### src/rtl/plru_pkg.sv
// plru_pkg -- shared definitions for the tree-PLRU replacement controller.
//
// Contents:
//   * Default geometry (ways, sets) and the derived level/index widths.
//   * fsm_state_e: controller states INIT / RUN / FLUSH.
//   * plru_victim / plru_touch: width-generic tree helpers. Trees are
//     passed zero-extended to the widest supported tree (PLRU_MAX_L
//     levels) together with the real level count, so one pair of
//     functions serves every associativity up to 2**PLRU_MAX_L ways.
//
// Tree encoding: heap nodes 1..NUM_WAYS-1 are stored at bit (node-1).
// Node r has children 2r (bit=0) and 2r+1 (bit=1).
package plru_pkg;

  localparam int PLRU_DEF_WAYS  = 4;
  localparam int PLRU_DEF_SETS  = 64;
  localparam int PLRU_DEF_L     = $clog2(PLRU_DEF_WAYS);
  localparam int PLRU_DEF_SET_W = $clog2(PLRU_DEF_SETS);

  // Widest tree the helpers can handle: 8 levels, 256 ways.
  localparam int PLRU_MAX_L     = 8;
  localparam int PLRU_MAX_NODES = (1 << PLRU_MAX_L) - 1;
  localparam int PLRU_LVL_W     = $clog2(PLRU_MAX_L);

  typedef logic [PLRU_MAX_NODES-1:0] plru_tree_t;
  typedef logic [PLRU_MAX_L-1:0]     plru_way_t;

  typedef enum logic [1:0] {
    INIT  = 2'd0,
    RUN   = 2'd1,
    FLUSH = 2'd2
  } fsm_state_e;

  // Walk from the root following the stored bits; after lvl steps the
  // node index is NUM_WAYS + way, so the way is its low lvl bits.
  function automatic plru_way_t plru_victim(input plru_tree_t tree,
                                            input int unsigned lvl);
    logic [PLRU_MAX_L:0]   r;
    logic [PLRU_MAX_L-1:0] idx;
    plru_way_t             mask;
    r    = (PLRU_MAX_L+1)'(1);
    mask = plru_way_t'((32'd1 << lvl) - 32'd1);
    for (int unsigned k = 0; k < PLRU_MAX_L; k++) begin
      if (k < lvl) begin
        idx = r[PLRU_MAX_L-1:0] - PLRU_MAX_L'(1);
        r   = {r[PLRU_MAX_L-1:0], tree[idx]};
      end
    end
    return r[PLRU_MAX_L-1:0] & mask;
  endfunction

  // Force every node on the path to way so that it points away from it.
  // Bits are written outright (never toggled); off-path nodes keep
  // their value.
  function automatic plru_tree_t plru_touch(input plru_tree_t tree,
                                            input plru_way_t way,
                                            input int unsigned lvl);
    plru_tree_t            t;
    logic [PLRU_MAX_L:0]   r;
    logic [PLRU_MAX_L-1:0] idx;
    logic [PLRU_LVL_W-1:0] bsel;
    logic                  b;
    t = tree;
    r = (PLRU_MAX_L+1)'(1);
    for (int unsigned k = 0; k < PLRU_MAX_L; k++) begin
      if (k < lvl) begin
        bsel   = PLRU_LVL_W'(lvl - 32'd1 - k);
        b      = way[bsel];
        idx    = r[PLRU_MAX_L-1:0] - PLRU_MAX_L'(1);
        t[idx] = ~b;
        r      = {r[PLRU_MAX_L-1:0], b};
      end
    end
    return t;
  endfunction

endpackage

### src/rtl/plru_tree_logic.sv
// plru_tree_logic -- combinational victim selection and access update
// for a single PLRU tree of NUM_WAYS ways.
//
// Ports:
//   tree_in   in  NUM_WAYS-1        current tree (bit n-1 = heap node n)
//   way_in    in  $clog2(NUM_WAYS)  way to mark as most recently used
//   victim    out $clog2(NUM_WAYS)  way the tree currently points at
//   tree_out  out NUM_WAYS-1        tree_in with way_in marked as used
module plru_tree_logic
  import plru_pkg::*;
#(
  parameter int NUM_WAYS = PLRU_DEF_WAYS
) (
  input  logic [NUM_WAYS-2:0]         tree_in,
  input  logic [$clog2(NUM_WAYS)-1:0] way_in,
  output logic [$clog2(NUM_WAYS)-1:0] victim,
  output logic [NUM_WAYS-2:0]         tree_out
);

  localparam int L     = $clog2(NUM_WAYS);
  localparam int NODES = NUM_WAYS - 1;

  plru_tree_t tree_wide;

  // Zero-extend into the generic width; the helpers only look at the
  // first L levels, so the padding never influences the result.
  assign tree_wide = plru_tree_t'(tree_in);
  assign victim    = L'(plru_victim(tree_wide, L));
  assign tree_out  = NODES'(plru_touch(tree_wide, plru_way_t'(way_in), L));

endmodule

### src/rtl/plru_replacement_ctrl.sv
// plru_replacement_ctrl -- owner of the per-set tree-PLRU state of a
// set-associative cache.
//
// Ports:
//   clk, rst_n                       clock, asynchronous active-low reset
//   touch_valid/touch_set/touch_way  hit-path access notification
//                                    (accepted only in RUN)
//   vic_req_valid/ready/set/alloc    victim request from the refill side;
//                                    alloc marks the victim as used
//   vic_rsp_valid/ready/set/way      registered victim response
//   flush_req                        one-cycle pulse: clear every tree
//   busy                             high while INIT or FLUSH sweeps run
//
// Operation: INIT (after reset) and FLUSH write an all-zero tree into one
// set per cycle. In RUN a request is answered one cycle after acceptance
// from the tree contents of the accept cycle. Touch and alloc updates to
// the same set in one cycle merge into a single write, alloc applied last.
module plru_replacement_ctrl
  import plru_pkg::*;
#(
  parameter int NUM_WAYS = PLRU_DEF_WAYS,
  parameter int NUM_SETS = PLRU_DEF_SETS
) (
  input  logic                        clk,
  input  logic                        rst_n,
  input  logic                        touch_valid,
  input  logic [$clog2(NUM_SETS)-1:0] touch_set,
  input  logic [$clog2(NUM_WAYS)-1:0] touch_way,
  input  logic                        vic_req_valid,
  output logic                        vic_req_ready,
  input  logic [$clog2(NUM_SETS)-1:0] vic_req_set,
  input  logic                        vic_req_alloc,
  output logic                        vic_rsp_valid,
  input  logic                        vic_rsp_ready,
  output logic [$clog2(NUM_SETS)-1:0] vic_rsp_set,
  output logic [$clog2(NUM_WAYS)-1:0] vic_rsp_way,
  input  logic                        flush_req,
  output logic                        busy
);

  localparam int L     = $clog2(NUM_WAYS);
  localparam int SET_W = $clog2(NUM_SETS);
  localparam int NODES = NUM_WAYS - 1;

  // ---------------------------------------------------------------
  // Control state
  // ---------------------------------------------------------------
  fsm_state_e       state_reg, state_next;
  logic [SET_W-1:0] ptr_reg, ptr_next;
  logic             rsp_valid_reg, rsp_valid_next;
  logic [SET_W-1:0] rsp_set_reg, rsp_set_next;
  logic [L-1:0]     rsp_way_reg, rsp_way_next;

  // ---------------------------------------------------------------
  // Tree storage (flop array, intentionally not reset: the INIT sweep
  // clears it)
  // ---------------------------------------------------------------
  logic [NODES-1:0] tree_mem  [NUM_SETS];
  logic [NODES-1:0] tree_next [NUM_SETS];

  logic [NODES-1:0] touch_tree_rd;
  logic [NODES-1:0] vic_tree_rd;
  logic [NODES-1:0] touch_tree_upd;
  logic [NODES-1:0] alloc_base;
  logic [NODES-1:0] alloc_tree_upd;
  logic [L-1:0]     vic_way;
  logic [L-1:0]     touch_victim_unused;
  logic [L-1:0]     alloc_victim_unused;

  logic run_ok;
  logic touch_we;
  logic vic_acc;
  logic alloc_we;
  logic sweep_we;
  logic same_set;

  assign run_ok        = (state_reg == RUN) && !flush_req;
  assign vic_req_ready = run_ok && (!rsp_valid_reg || vic_rsp_ready);
  assign vic_acc       = vic_req_valid && vic_req_ready;
  assign touch_we      = touch_valid && run_ok;
  assign alloc_we      = vic_acc && vic_req_alloc;
  assign sweep_we      = (state_reg != RUN);
  assign same_set      = touch_we && (touch_set == vic_req_set);

  assign touch_tree_rd = tree_mem[touch_set];
  assign vic_tree_rd   = tree_mem[vic_req_set];

  // The response always comes from the tree as stored, before any write
  // that lands at the end of this cycle.
  assign vic_way = L'(plru_victim(plru_tree_t'(vic_tree_rd), L));

  // When touch and alloc hit the same set, the alloc update is layered
  // on top of the touched tree so both land in one write and alloc owns
  // any shared nodes.
  assign alloc_base = same_set ? touch_tree_upd : vic_tree_rd;

  plru_tree_logic #(
    .NUM_WAYS (NUM_WAYS)
  ) u_touch_path (
    .tree_in  (touch_tree_rd),
    .way_in   (touch_way),
    .victim   (touch_victim_unused),
    .tree_out (touch_tree_upd)
  );

  plru_tree_logic #(
    .NUM_WAYS (NUM_WAYS)
  ) u_alloc_path (
    .tree_in  (alloc_base),
    .way_in   (vic_way),
    .victim   (alloc_victim_unused),
    .tree_out (alloc_tree_upd)
  );

  // Per-set write selection. Sweeps only occur outside RUN, where touch
  // and alloc are both disabled, so the priority order below only
  // matters for the alloc-vs-touch case, already merged in alloc_tree_upd.
  genvar gi;
  generate
    for (gi = 0; gi < NUM_SETS; gi++) begin : gen_set
      assign tree_next[gi] =
        (sweep_we && (ptr_reg == SET_W'(gi)))      ? '0 :
        (alloc_we && (vic_req_set == SET_W'(gi)))  ? alloc_tree_upd :
        (touch_we && (touch_set == SET_W'(gi)))    ? touch_tree_upd :
                                                     tree_mem[gi];
    end
  endgenerate

  always_ff @(posedge clk) begin
    tree_mem <= tree_next;
  end

  // ---------------------------------------------------------------
  // FSM and response register
  // ---------------------------------------------------------------
  always_ff @(posedge clk or negedge rst_n) begin
    if (!rst_n) begin
      state_reg     <= INIT;
      ptr_reg       <= '0;
      rsp_valid_reg <= 1'b0;
      rsp_set_reg   <= '0;
      rsp_way_reg   <= '0;
    end else begin
      state_reg     <= state_next;
      ptr_reg       <= ptr_next;
      rsp_valid_reg <= rsp_valid_next;
      rsp_set_reg   <= rsp_set_next;
      rsp_way_reg   <= rsp_way_next;
    end
  end

  always_comb begin
    state_next     = state_reg;
    ptr_next       = ptr_reg;
    rsp_valid_next = rsp_valid_reg;
    rsp_set_next   = rsp_set_reg;
    rsp_way_next   = rsp_way_reg;

    case (state_reg)
      INIT, FLUSH: begin
        // flush_req has no effect here; the sweep just runs to the end.
        if (ptr_reg == SET_W'(NUM_SETS - 1)) begin
          state_next = RUN;
          ptr_next   = '0;
        end else begin
          ptr_next = ptr_reg + SET_W'(1);
        end
      end
      RUN: begin
        if (flush_req) begin
          state_next = FLUSH;
          ptr_next   = '0;
        end
      end
      default: begin
        state_next = INIT;
        ptr_next   = '0;
      end
    endcase

    // A pending response survives a RUN->FLUSH transition; only the
    // consumer handshake retires it.
    if (vic_acc) begin
      rsp_valid_next = 1'b1;
      rsp_set_next   = vic_req_set;
      rsp_way_next   = vic_way;
    end else if (rsp_valid_reg && vic_rsp_ready) begin
      rsp_valid_next = 1'b0;
    end
  end

  assign vic_rsp_valid = rsp_valid_reg;
  assign vic_rsp_set   = rsp_set_reg;
  assign vic_rsp_way   = rsp_way_reg;
  assign busy          = (state_reg != RUN);

endmodule
### config.mk
export PLATFORM = sky130hd
export DESIGN_NAME = plru_replacement_ctrl
export DESIGN_NICKNAME = d
export VERILOG_FILES = /design/src/rtl/plru_pkg.sv /design/src/rtl/plru_tree_logic.sv /design/src/rtl/plru_replacement_ctrl.sv
export SDC_FILE = /design/constraint.sdc
export NUM_CORES = 1
export LEC_CHECK = 0
export BUFFER_PORTS_ARGS = -buffer_cell sky130_fd_sc_hd__buf_2
export CORE_UTILIZATION = 50
export DETAILED_ROUTE_END_ITERATION = 7
export GPL_ROUTABILITY_DRIVEN = 0
export MAX_ROUTING_LAYER = met4
export PLACE_DENSITY = 0.72
export SETUP_SLACK_MARGIN = 0.02
export SYNTH_ARGS = -nofsm -noshare
export SYNTH_HDL_FRONTEND = slang
export SYNTH_SLANG_ARGS = --single-unit
### constraint.sdc
create_clock -name clk -period 2.9 [get_ports clk]
set_input_delay 0.58 -clock clk [delete_from_list [all_inputs] [get_ports clk]]
set_output_delay 0.58 -clock clk [all_outputs]
set_load 0.02 [all_outputs]
==> impl_metrics.tcl <==
set metrics [dict create \
    antenna_found_initial 0 \
    portBuffers 31 \
    period_share_pct 98.07 \
    dpl.hpwl_mm 43.05 \
    core.rowCount 62 \
    ir_drop_v 0.0006724 \
    wl_per_cell_um 25.31 \
    area_growth_pct 19.37 \
    min_path_type "in -> reg" \
    ant_nets 0 \
    fin_crit_ns 2.844 \
    drc 1 \
    via_per_inst 6.802 \
    start_util_pct 50.75 \
    setup_viol 0 \
    core_area_mm2 0.02870 \
    cts_num_sinks 209 \
    timing.fmax_mhz 351.6 \
    synth_ff_type "dfxtp_1" \
    die_w_um 172.7 \
    reg2reg_depth 8 \
    dp.cells 2317 \
    slew_violations 0 \
    yosys.area.top_type "dfxtp_1" \
    die_area_mm2 0.02982 \
    layout_commonest_cell "nor2_1" \
    root_buffer "clkbuf_16" \
    synth-edff-count 0 \
    synth.area.top_cells "dfxtp_1 (26%), mux4_2 (9.0%), mux2i_1 (6.7%), nor2_1 (6.5%), nand2_1 (6.0%)" \
    grt_max_degree 47 \
    crit_fanout 13 \
    num_io_pins 32 \
    yosys.cell_types.count 68 \
    final_cells 2361 \
    insertedDiodeCount 0 \
    ys_warn_count 0 \
    vias 16060 \
    cts_buffer_depth 3 \
    slew_headroom_pct 47.71 \
    wl_mm 59.76 \
    ys_seq_elements 209 \
    violations "DRC" \
    cts_made_buffers 24 \
    first_global_vias 15520 \
    grt_first_pass_wirelength_mm 90.82 \
    dp_worst_setup_slack_ns -0.5074 \
    ctsHtreeMaxLevel 1 \
    status "complete, but fails checks" \
    finalHoldViolations 0 \
    largest_reg_flops 192 \
    critical_path_class "in -> reg" \
    power_density_mw_per_mm2 480.2 \
    post_cts_buffers 0 \
    synth_top_area_share_pct 26.39 \
    hold_depth 3 \
    p_leak_nw 6.868 \
    drive_gt1_share_pct 22.31 \
    tritoncts "yes" \
    grt_use_total_pct 40.53 \
    syn_avg_cell_area_um2 8.026 \
    tightest_slew_ns 0.7843 \
    fin_worst_skew_ns 0.01975 \
    most-common-layout-cells "nor2_1 (250), nand2_1 (234), buf_4 (209)" \
    arrival_ns 3.25 \
    setup_slack_ns 0.05584 \
    clk_pin_slew_ns 0.06 \
    die_h_um 172.7 \
    drtIter0Drc 2520 \
    syn_nets 1840 \
    crit_path_end_kind "flip-flop" \
    drv_cap 0 \
    async_flop_share_pct 8.134 \
    clock_latency_ns 0.55 \
    num-nets-final 1985 \
    crit_required_ns 3.31 \
    dr.pass1.iters 8 \
    ys_seq_area_share_pct 29.31 \
    synthCells 1815 \
    synth_area_mm2 0.01457 \
    cp-start-kind "primary input" \
    overflow 0 \
]
[power breakdown]
part | switching (mW) | internal, mW
Combinational | 1.50 | 0.677
Clock | 1.30 | 1.70
Sequential | 0.162 | 3.01
[routing by layer]
metal,vias to the layer above,part of all wire [%],global-route usage (%)
met3,353,15,11.24
met4,0,7.7,26.70
li1,6904,-,-
met2,1388,42,58.08
met1,7414,36,49.81
met5,-,0,-
[layout make-up]
type	instances	area (um^2)
tap	384	480.5
sequential	209	4270
multi-input combinational	1444	9555
clock inverter	5	25.02
inverter	13	48.80
fill	2514	11310
clock buffer	38	724.4
timing repair buffer	268	2283
[repair_timing]
item                                    CTS  global route
hold buffers                              1             0
endpoints found under the setup margin    0           115
gates resized for setup                   0            10
endpoints found under the hold margin    17             0
[through the flow]
stage	instance area [um^2]	hold WS, ns	total power [mW]	setup TNS (ns)	util (%)
2_1_floorplan	14570	0.2844	4.370	0	-
3_3_place_gp	16590	0.4639	5.248	-52.23	57.79
3_5_place_dp	16590	0.4719	5.287	-66.05	57.79
4_1_cts	17350	0.3462	8.227	0	60.44
5_1_grt	17390	0.4096	8.549	-0.009776	60.58
6_report	17390	0.3548	8.349	0	60.58
[synth_stat cells (16+ instances only)]
master	instances
nor2_1	253
nand2_1	234
dfxtp_1	192
o21ai_0	129
mux2i_1	97
a211oi_1	85
clkbuf_1	79
o211ai_1	67
mux4_2	58
nand2b_1	58
a21oi_1	57
o21ai_1	52
and2_1	45
o31ai_1	45
nand3_1	36
nor2b_1	34
buf_2	26
or2_2	25
nor3_1	20
dfrtp_1	17
mux2_2	16
[final timing paths]
check / start / to / slack (ns)
min reg2reg: vic_rsp_set[5] / vic_rsp_set[5] / 0.48
max: vic_req_set[0] / tree_mem[47] / 0.06
min: vic_rsp_ready / vic_rsp_valid / 0.35
max in group asynchronous: rst_n / state_reg[0] / 2.10
max reg2reg: tree_mem[145] / tree_mem[79] / 0.15
min in group asynchronous: rst_n / ptr_reg[3] / 0.50
[worst max-delay path, stage by stage]
cell and delay (ns):
buf_2 0.20, buf_12 0.17, buf_4 0.25, mux4_2 0.58
mux2i_2 0.24, nand2_1 0.12, a31o_2 0.28, nor2_4 0.08
and4b_2 0.32, buf_4 0.28, o32ai_1 0.13
[cells by family (layout without fill, tap and decap cells)]
| group | count (synthesis) | in the layout | share of synthesized area, % |
|---|---|---|---|
| XOR/XNOR | 8 | 8 | 0.4810 |
| AND/OR/NAND/NOR | 752 | 752 | 23.72 |
| buffers and inverters | 162 | 324 | 5.901 |
| flip-flops | 209 | 209 | 29.31 |
| adder cells (fa/ha/maj) | 4 | 4 | 0.3436 |
| AO/OA/AOI/OAI | 509 | 509 | 23.37 |
| multiplexers | 171 | 171 | 16.87 |
Note: power is estimated with default switching activity, not from simulation.
